<file path="config.mk">
export PLATFORM = sky130hd
export DESIGN_NAME = mem_port_arbiter
export DESIGN_NICKNAME = d
export VERILOG_FILES = /design/src/rtl/mem_port_arbiter_pkg.sv /design/src/rtl/mem_arb_latency_counter.sv /design/src/rtl/mem_port_arbiter.sv
export SDC_FILE = /design/constraint.sdc
export NUM_CORES = 1
export LEC_CHECK = 0
export CAP_MARGIN = 15
export CORE_AREA = 5 5 103 105
export CTS_BUF_LIST = sky130_fd_sc_hd__clkbuf_4
export DETAILED_ROUTE_END_ITERATION = 8
export DIE_AREA = 0 0 108 110
export HOLD_SLACK_MARGIN = 0.15
export PLACE_DENSITY_LB_ADDON = 0.3
export SLEW_MARGIN = 20
export SYNTH_ARGS = -nofsm -noshare
export SYNTH_HDL_FRONTEND = slang
export SYNTH_HIERARCHICAL = 1
export SYNTH_SLANG_ARGS = --single-unit
</file>
<file path="constraint.sdc">
create_clock -name clock -period 1.91 [get_ports clock]
set_clock_uncertainty 0.15 [all_clocks]
set_input_delay 0.382 -clock clock [delete_from_list [all_inputs] [get_ports clock]]
set_output_delay 0.382 -clock clock [all_outputs]
set_load 0.01 [all_outputs]
</file>
<file path="src/rtl/mem_port_arbiter_pkg.sv">
// Shared types and constants for the memory port arbiter.
package mem_port_arbiter_pkg;

  // Architectural read latency of the memory macro.
  localparam int unsigned mem_read_latency = 2;

  typedef enum logic [1:0] {
    OWNER_NONE  = 2'd0,
    OWNER_FETCH = 2'd1,
    OWNER_DATA  = 2'd2
  } arb_owner_t;

  typedef enum logic [1:0] {
    ARB_IDLE       = 2'd0,
    ARB_READ_FETCH = 2'd1,
    ARB_READ_DATA  = 2'd2
  } arb_state_t;

endpackage

</file>
<file path="src/rtl/mem_arb_latency_counter.sv">
// Load/decrement counter that times the memory read latency; zero flags expiry.
module mem_arb_latency_counter #(
  parameter int unsigned Width = 1
) (
  input  logic             clock,
  input  logic             reset_n,
  input  logic             load,
  input  logic [Width-1:0] load_value,
  input  logic             dec,
  output logic             zero
);

  logic [Width-1:0] count_q, count_d;

  always_comb begin
    count_d = count_q;
    if (load) begin
      count_d = load_value;
    end else if (dec && (count_q != '0)) begin
      count_d = count_q - Width'(1);
    end
  end

  always_ff @(posedge clock or negedge reset_n) begin
    if (!reset_n) begin
      count_q <= '0;
    end else begin
      count_q <= count_d;
    end
  end

  assign zero = (count_q == '0);

endmodule

</file>
<file path="src/rtl/mem_port_arbiter.sv">
// Shares one memory port between fetch and load/store with zero-cycle grant.
// Optional MEM_ARB_ROUND_ROBIN_EN alternates grants on contention.
module mem_port_arbiter
  import mem_port_arbiter_pkg::*;
#(
  parameter int unsigned XLEN         = 32,
  parameter int unsigned READ_LATENCY = mem_read_latency
) (
  input  logic              clock,
  input  logic              reset_n,
  input  logic              if_req,
  input  logic [XLEN-1:0]   if_addr,
  output logic              if_done,
  output logic [XLEN-1:0]   if_r_data,
  input  logic              ls_req,
  input  logic              ls_we,
  input  logic [XLEN-1:0]   ls_addr,
  input  logic [XLEN-1:0]   ls_w_data,
  input  logic [XLEN/8-1:0] ls_w_mask,
  output logic              ls_done,
  output logic [XLEN-1:0]   ls_r_data,
  output logic [XLEN-1:0]   mem_addr,
  output logic [XLEN-1:0]   mem_w_data,
  output logic              mem_w_en,
  output logic [XLEN/8-1:0] mem_w_mask,
  input  logic [XLEN-1:0]   mem_r_data,
  output arb_owner_t        owner
);

  localparam int unsigned CntW = (READ_LATENCY > 1) ? $clog2(READ_LATENCY) : 1;

  if (READ_LATENCY < 1) begin : g_latency_check
    $error("mem_port_arbiter: READ_LATENCY must be at least 1");
  end

  arb_state_t state_q, state_d;
  logic       cnt_load, cnt_dec, cnt_zero;
  logic       pick_ls;

`ifdef MEM_ARB_ROUND_ROBIN_EN
  // Set when load/store took the most recent grant; reset favours ls first.
  logic last_ls_q, last_ls_d;

  assign pick_ls = ls_req & (~if_req | ~last_ls_q);

  always_comb begin
    last_ls_d = last_ls_q;
    if (reset_n && (state_q == ARB_IDLE) && (ls_req || if_req)) begin
      last_ls_d = pick_ls;
    end
  end

  always_ff @(posedge clock or negedge reset_n) begin
    if (!reset_n) begin
      last_ls_q <= 1'b0;
    end else begin
      last_ls_q <= last_ls_d;
    end
  end
`else
  assign pick_ls = ls_req;
`endif

  // No arbitration while reset is held, so outputs read as idle immediately.
  always_comb begin
    state_d    = state_q;
    mem_addr   = '0;
    mem_w_data = '0;
    mem_w_mask = '0;
    mem_w_en   = 1'b0;
    owner      = OWNER_NONE;
    if_done    = 1'b0;
    ls_done    = 1'b0;
    cnt_load   = 1'b0;
    cnt_dec    = 1'b0;
    if (reset_n) begin
      unique case (state_q)
        ARB_IDLE: begin
          if (pick_ls) begin
            owner    = OWNER_DATA;
            mem_addr = ls_addr;
            if (ls_we) begin
              mem_w_en   = 1'b1;
              mem_w_data = ls_w_data;
              mem_w_mask = ls_w_mask;
              ls_done    = 1'b1;
            end else begin
              state_d  = ARB_READ_DATA;
              cnt_load = 1'b1;
            end
          end else if (if_req) begin
            owner    = OWNER_FETCH;
            mem_addr = if_addr;
            state_d  = ARB_READ_FETCH;
            cnt_load = 1'b1;
          end
        end
        ARB_READ_FETCH: begin
          owner    = OWNER_FETCH;
          mem_addr = if_addr;
          if (cnt_zero) begin
            if_done = 1'b1;
            state_d = ARB_IDLE;
          end else begin
            cnt_dec = 1'b1;
          end
        end
        ARB_READ_DATA: begin
          owner    = OWNER_DATA;
          mem_addr = ls_addr;
          if (cnt_zero) begin
            ls_done = 1'b1;
            state_d = ARB_IDLE;
          end else begin
            cnt_dec = 1'b1;
          end
        end
        default: state_d = ARB_IDLE;
      endcase
    end
  end

  always_ff @(posedge clock or negedge reset_n) begin
    if (!reset_n) begin
      state_q <= ARB_IDLE;
    end else begin
      state_q <= state_d;
    end
  end

  mem_arb_latency_counter #(
    .Width (CntW)
  ) u_latency_counter (
    .clock      (clock),
    .reset_n    (reset_n),
    .load       (cnt_load),
    .load_value (CntW'(READ_LATENCY - 1)),
    .dec        (cnt_dec),
    .zero       (cnt_zero)
  );

  assign if_r_data = mem_r_data;
  assign ls_r_data = mem_r_data;

endmodule

</file>
=== Yosys cells after proc, flatten, opt, wreduce, memory -nomap -nowiden ===
Cells that the tools add are included.

* $add $sub $neg: 1
* Mux-type cells: 40
* Reduce and logical (&&, ||, !) cells: 5
* Equal/unequal tests: 5

{| class="wikitable"
|+ Operators with widths
! operator !! number
|-
| 32-bit 2-to-1 mux || 7
|-
| 32-bit one-hot mux with 3 select lines || 1
|-
| 1-bit 2-to-1 mux || 19
|-
| 4-bit 2-to-1 mux || 4
|-
| 2-bit 2-to-1 mux || 6
|-
| 3-bit inequality test, second input constant || 2
|-
| 2-bit one-hot mux with 3 select lines || 1
|-
| 2-bit one-hot mux with 2 select lines || 1
|-
| 4-bit AND reduction || 1
|-
| 2-bit by 1-bit == test with 1-bit output, second input constant || 1
|-
| 2-bit == test, second input constant || 1
|-
| 2-bit logical NOT || 1
|-
| 2-bit inequality test, second input constant || 1
|-
| 1-bit one-hot mux with 2 select lines || 1
|-
| 2-bit nonzero test || 1
|-
| 2-bit OR reduction || 1
|-
| 1-bit logical AND || 1
|-
| 1-bit subtractor, second input constant || 1
|}

* Word-level logic and storage cells: 53
* Register bits after elaboration: 3

=== Logic depth before layout (Yosys ltp) ===
Gate-level depths: netlist of run 1.

* Depth after elaboration: 7
* Mapped depth: 6
* Depth with buffers taken out: 6

=== Cells and area by module ===
Netlist of run 1, hierarchy kept.

{| class="wikitable"
|+ By module, submodules not included
! module !! area each (um2) !! times used !! cells each
|-
| mem_port_arbiter || 1610.3 || 1 || 256
|-
| mem_arb_latency_counter || 45.0 || 1 || 4
|}

=== Least setup slack after synthesis of run 1 ===
Ideal clock, no wire load.

* Kind: reg2out
* Start point: register state_q[0]
* End point: output ls_done
* Stages on the path, launching flop included: 7
* Arrival: 1409 ps
* Path buffers: 1
* Slack: -31 ps
* Data required time: 1378 ps
* Cells stage by stage: dfrtp_1 -> inv_1 -> ha_1 -> and3_4 -> buf_2 -> nand2_1 -> a21oi_1

* Cells in the longest elaborated chain, start to end: 3
* Elaborated cells on any way between the ends: 4
* Those cells by class: eq/ne: 1; mux: 2; reduce/logical: 1

{| class="wikitable"
|+ Ends and longest elaborated chain
! element !! RTL line !! source
|-
| from (decl) || mem_port_arbiter.sv:36 || <nowiki>arb_state_t state_q, state_d;</nowiki>
|-
| from (signal assigned) || mem_port_arbiter.sv:127 || <nowiki>state_q <= state_d;</nowiki>
|-
| 2-bit == test or 2-bit logical NOT (tied branches) || mem_port_arbiter.sv:77 || <nowiki>unique case (state_q)</nowiki>
|-
| 1-bit one-hot mux with 2 select lines (*) || mem_port_arbiter.sv:77 ||
|-
| 1-bit 2-to-1 mux (*) || mem_port_arbiter.sv:76 || <nowiki>if (reset_n) begin</nowiki>
|-
| to (decl) || mem_port_arbiter.sv:20 || <nowiki>output logic ls_done,</nowiki>
|}

Every way passes the cells marked *; elsewhere a longest branch is shown, timed or not.

=== Worst setup path after layout of run 1 ===
* Start point: register state_q[0]
* End point: output mem_addr[31]

* Cells in the longest elaborated chain, start to end: 3
* Elaborated cells on any way between the ends: 5
* Those cells by class: eq/ne: 2; mux: 2; reduce/logical: 1

{| class="wikitable"
|+ Ends and longest elaborated chain
! element !! RTL line !! source
|-
| 2-bit == test (tied with other cells) || mem_port_arbiter.sv:77 ||
|-
| 32-bit one-hot mux with 3 select lines (*) || mem_port_arbiter.sv:77 ||
|-
| 32-bit 2-to-1 mux (*) || mem_port_arbiter.sv:76 ||
|-
| to (decl) || mem_port_arbiter.sv:22 || <nowiki>output logic [XLEN-1:0] mem_addr,</nowiki>
|}

Marks and branches as above.

==> summary.md, run 1 <==
| Metric | Value |
|---|---|
| Commonest cells after routing, fill and taps aside | 100 x clkdlybuf4s50_1, 47 x buf_6, 37 x and3_4 |
| All-layer global routing usage | 0.154 |
| Die H | 110 um |
| FF-to-FF Start | state_q[0]$_DFFE_PN0P_ |
| Antenna-violating nets left | 0 |
| Post-layout min period | 2310 ps |
| Detailed Route WL | around 11,000 um |
| Total inserted antenna cells | 0 |
| CP Max Fanout | 11 |
| Worst hold path class | reg2reg |
| Via density | 4.46 |
| DP Cell Count | 512 |
| WP data arrival | 1780 ps |
| FMAX | around 430 MHz |
| Residual DRC | 0 |
| Root buf cell | clkbuf_4 |
| Startpoint types | flop |
| Area Overhead vs Synth | 132% |
| First-pass GRT wire length | around 14,000 um |
| Post-CTS Hold Fix Bufs | 0 |
| Port Buffers | 177 |
| DIE WIDTH | 108 um |
| Final Util | 0.402 |
| Register area share after synthesis | 0.0454 |
| Largest net degree at the start of global routing | 41 |
| Period utilization | 1.21 |
| Clk_lat worst skew | 240 ps |
| Sink Count | 3 |
| Clk slew on worst S/H paths | 40 ps |
| Vias | between 2k and 2.5k |
| Required time of the critical path | 1380 ps |
| Row cnt | 36 |
| Yosys cell types | 33 |
| WS Path Type | reg2out |
| Initial cell density of the core | 0.173 |
| Syn Nets | roughly 400 |
| Final setup violation count | 73 |
| Final HPWL from detailed placement | 7180 um |
| Final setup margin | -403 ps |
| Slew Limit Fails | 0 |
| CTS H-tree depth | 1 |
| Hold Slack | 419 ps |
| Cts bufs inserted | 3 |
| Pre-CTS WS | -797 ps |
| Final RePlAce weighted congestion | 0.754 |
| Initial antenna violation count | 0 |
| DR iter-0 viols | 83 |
| Cell Area, Synth | 0.00166 sq mm |
| Fin nets | 552 |
| Syn avg cell area | 6.37 sq um |
| Post-Layout Cell Count | 542 |
| #FFs+latches synth | 3 |
| Number of placed I/O pins | 274 |
| HP Start | u_latency_counter/count_q$_DFFE_PN0P_ |
| Status | complete, but fails checks |
| Core Area | 0.00955 sq mm |
| P per Cell Area | between 800 and 900 mW/mm^2 |
| Worst vdd ir | 0.000372 V |
| Failing checks | setup timing |
| Hold Violations, Final | 0 |
| Maxcap violations | 0 |
| RSZ-0062 raised after global routing | yes |
| Cells after Synth | between 200 and 300 |
| Most common cell after layout, fill and taps aside | clkdlybuf4s50_1 |
| CP Capture Type | output pin |
| Number of global-route vias before repair | 2,649 |
| Leak Pwr | 1.66 nW |
| TritonCTS clock tree | built |
| Detailed Routing Iterations Pass 1 | 4 |
| CP startpoint | state_q[0]$_DFFE_PN0P_ |
| Syn. warnings | 6 |
| Total Power | 3.20 mW |
| Share of cells above drive strength 1 | 0.491 |
| Total Die Area | 0.0119 sq mm |
| Global route overflow | 0 |
| Clock Path Buffers | 2 |
| Average wire per cell in the routed design | slightly below 20 um |
-- report_power, final --
part	leakage, nW	internal [mW]	switching, mW
combinational	1.60	1.61	1.35
clock	0.0184	0.0925	0.0338
sequential	0.0379	0.0922	0.0193
-- metrics by stage --
step / area (sq um) / TNS [ps]
floorplan: 1660 / 0
global placement: 3210 / -51820
detailed placement: 3210 / -54170
CTS: 3390 / -20320
global route: 3830 / -30820
finish: 3830 / -23970
-- metal layers --
layer / vias to the layer above / GRT usage / share of wire
li1: 1136 / - / -
met1: 1101 / 0.140 / 0.32
met2: 163 / 0.317 / 0.54
met3: 18 / 0.0565 / 0.13
met4: 0 / 0.0397 / 0.014
met5: - / 0 / 0
-- registers in the layout, summed over array words and instances, names as in the netlist --
| register | cells |
|---|---|
| state_q | 2 |
| u_latency_counter/count_q | 1 |
-- cells by family after synthesis --
logic type | count (synthesis) | share of synthesized area
buffers and inverters | 89 | 0.385
muxes | 2 | 0.0121
DFF | 3 | 0.0454
adders and majority gates | 5 | 0.0378
and+or+nand+nor | 87 | 0.281
other | 1 | 0.00227
AOI/OAI and AO/OA | 73 | 0.236
-- timing repair --
item,in CTS,in global routing
setup buffers,15,4
gates cloned,8,4
pin swaps,16,45
setup endpoints to repair,75,74
resized for setup,376,94
-- worst max-delay path, cell delays in order (launching register included) --
cell and delay, ps:
dfrtp_1 400, inv_2 140, buf_4 150, ha_4 140, a21o_4 170, buf_12 150
nand2_1 80, a21oi_1 150, buf_2 150
-- cell type report --
class	instances	area, sq um
timing repair buffer	226	2230
tap	133	166
multi-input combinational	172	1310
sequential	3	75.1
fill	1003	5710
inverter	4	15.0
clock buffer	4	30.0
-- synthesized netlist by cell type, drive strengths merged --
cell type / number / area [sq um]
o2bb2ai: 1 / 8.76
mux2i: 2 / 20.0
and2: 3 / 20.0
o21ai: 34 / 170
nor3: 1 / 5.00
nor2b: 1 / 6.26
nor2: 3 / 11.3
clkbuf: 10 / 50.1
nand2: 36 / 135
or2b: 1 / 11.3
a2bb2oi: 1 / 8.76
nor4: 1 / 6.26
a211oi: 1 / 7.51
a21o: 1 / 8.76
and3b: 2 / 20.0
o41ai: 1 / 8.76
inv: 4 / 15.0
o31ai: 1 / 12.5
buf: 75 / 573
nor3b: 1 / 7.51
a21oi: 33 / 165
conb: 1 / 3.75
ha: 5 / 62.6
dfrtp: 3 / 75.1
and3: 38 / 243
-- path summary, 6_finish.rpt --
kind	cells after the start	to	slack (ps)
worst max-delay path	8	mem_addr[31]	-400
worst min-delay path	2	u_latency_counter/count_q$_DFFE_PN0P_	420
worst max register to register	8	state_q[1]$_DFFE_PN0P_	50
worst min register to register	2	u_latency_counter/count_q$_DFFE_PN0P_	420
max in group asynchronous	3	state_q[1]$_DFFE_PN0P_	1070
min in group asynchronous	3	u_latency_counter/count_q$_DFFE_PN0P_	440
No activity file was read; power rests on OpenSTA's default activity.
==> inputs of run 2 (changes only) <==
==> constraint.sdc (replaced) <==
create_clock -name clock -period 2.7 [get_ports clock]
set_clock_uncertainty 0.15 [all_clocks]
set_input_delay 0.54 -clock clock [delete_from_list [all_inputs] [get_ports clock]]
set_output_delay 0.54 -clock clock [all_outputs]
set_load 0.01 [all_outputs]
==> summary.md, run 2 (synthesized netlist as in run 1, its figures left out) <==
| Metric | Value |
|---|---|
| RSZ-0062 raised after global routing | no |
| TritonCTS clock tree | built |
| Status | finished, final reports clean |
| Sink Count | 3 |
| Clk slew on worst S/H paths | 40 ps |
| Antenna-violating nets left | 0 |
| Final setup violation count | 0 |
| Final HPWL from detailed placement | about 6300 um |
| Worst hold path class | reg2reg |
| Comb pwr share | 0.899 |
| Hold Violations, Final | 0 |
| Leak Pwr | 1.57 nW |
| CP delay by family, top | buffers and inverters |
| CP Cell Sequence | clkdlybuf4s50_1, and3_4, bufbuf_16, and3_1, dlygate4sd2_1 |
| Die H | 110 um |
| GRT met3 Usage | 0.0483 |
| CP peak stage delay | 490 ps |
| CP Max Fanout | 18 |
| Clk_lat worst skew | 230 ps |
| Setup TNS | 0 ps |
| Switching Power | approximately 0.74 mW |
| First-pass GRT wire length | 11,600 um |
| Period utilization | 0.979 |
| Detailed Route WL | 8020 um |
| Area Overhead vs Synth | 89.3% |
| Slew Limit Fails | 0 |
| Initial cell density of the core | 0.173 |
| Clock power share | 0.054 |
| Largest reg by FF count | state_q |
| Vias | roughly 2.2k |
| Post-Layout Cell Count | 514 |
| Post-CTS Hold Fix Bufs | 0 |
| Largest net degree at the start of global routing | between 40 and 50 |
| Worst vdd ir | 0.000209 V |
| Worst Path Buf+Inv | 3 |
| Root buf cell | clkbuf_4 |
| Row cnt | 36 |
| Total Die Area | 0.0119 sq mm |
| Initial antenna violation count | 0 |
| Fin nets | 524 |
| Filler cells | 1,083 |
| Number of placed I/O pins | 274 |
| WP data arrival | 1950 ps |
| Residual DRC | 0 |
| Total inserted antenna cells | 0 |
| Int Power | 0.861 mW |
| CTS H-tree depth | 1 |
| Top flop regs | state_q (2), u_latency_counter/count_q (1) |
| Post-layout min period | between 2000 and 3000 ps |
| Required time of the critical path | 2010 ps |
| Sw Ratio | 0.461 |
| Most common cell after layout, fill and taps aside | clkdlybuf4s50_1 |
| CP Capture Type | output pin |
| DR iter-0 viols | 85 |
| Global route overflow | 0 |
| DP Cell Count | 503 |
| Clock Path Buffers | 2 |
| Share of cells above drive strength 1 | 0.160 |
| P per Cell Area | roughly 500 mW/mm^2 |
| Core Area | approximately 0.0095 sq mm |
| Max reg flops | 2 |
| Cts bufs inserted | 3 |
| Maxcap violations | 0 |
| Average wire per cell in the routed design | 15.6 um |
| CP max stage cell | clkdlybuf4s50_1 |
| Seq pwr share | 0.046 |
| Port Buffers | 177 |
| DIE WIDTH | 108 um |
| Startpoint types | input port |
| Gr busiest metal | met2 |
| All-layer global routing usage | 0.124 |
| Placed inst area | approximately 0.0032 sq mm |
| Final RePlAce weighted congestion | 0.763 |
| WS Path Type | in2out |
| Total Power | 1.60 mW |
| Met1 global-route usage | 0.116 |
| GRT met2 Usage | 0.242 |
| Via density | 4.24 |
| R2R Setup Slk | 1040 ps |
| Design area | 0.00313 sq mm |
| Commonest cells after routing, fill and taps aside | 104 x clkdlybuf4s50_1, 40 x dlygate4sd2_1, 37 x and3_1 |
| Number of global-route vias before repair | 2,301 |
| FMAX | about 380 MHz |
| Detailed Routing Iterations Pass 1 | 4 |
run 2: final timing paths:
kind                                                       startpoint                               endpoint  cells past startpoint
max in group asynchronous                                     reset_n  u_latency_counter/count_q$_DFFE_PN0P_                      3
min in group asynchronous                                     reset_n                 state_q[0]$_DFFE_PN0P_                      3
worst max register to register                 state_q[0]$_DFFE_PN0P_  u_latency_counter/count_q$_DFFE_PN0P_                      7
worst max-delay path                                            ls_we                          mem_w_data[5]                      5
worst min register to register  u_latency_counter/count_q$_DFFE_PN0P_  u_latency_counter/count_q$_DFFE_PN0P_                      2
worst min-delay path            u_latency_counter/count_q$_DFFE_PN0P_  u_latency_counter/count_q$_DFFE_PN0P_                      2
run 2: power groups by stage:
stage / logic (mW) / clock network (mW) / registers, mW
4_1_cts: 1.46 / 0.0908 / 0.0741
2_1_floorplan: 0.801 / 0 / 0.0793
3_5_place_dp: 1.52 / 0 / 0.0747
6_report: 1.44 / 0.0866 / 0.0740
5_1_grt: 1.58 / 0.0931 / 0.0767
3_3_place_gp: 1.51 / 0 / 0.0739
run 2: layout make-up:
type	instances	area (sq um)	area share
sequential	3	75.1	0.0240
multi-input combinational	170	965	0.308
inverter	4	15.0	0.00479
timing repair buffer	200	1880	0.601
clock buffer	4	30.0	0.00958
tap	133	166	0.0531
run 2: metrics by stage:
step / hold slack [ps] / utilization / worst slack, ps
6_report: 400 / 0.328 / 56.1
5_1_grt: 419 / 0.328 / 0.307
4_1_cts: 407 / 0.334 / 1.37
3_5_place_dp: 400 / 0.332 / -307
3_3_place_gp: 386 / 0.332 / -272
2_1_floorplan: 94.4 / - / 601
run 2: routing by layer:
metal	wire length, um	share of wire	up-vias
li1	-	-	1065
met1	2570	0.32	955
met2	4230	0.53	134
met3	976	0.12	26
met4	242	0.030	0
met5	0	0	-
run 2: timing repair:
item	4_1_cts	5_1_grt
resized for setup	79	59
cloned	3	0
pin swaps	0	1
setup endpoints to repair	73	37
setup buffers	3	1
run 2: worst register-to-register path: stages (launching register included):
cell,delay (ps)
dfrtp_1,370
inv_1,120
ha_1,220
buf_4,140
nand2_1,50
a211oi_1,340
nand2_1,110
o31ai_2,70
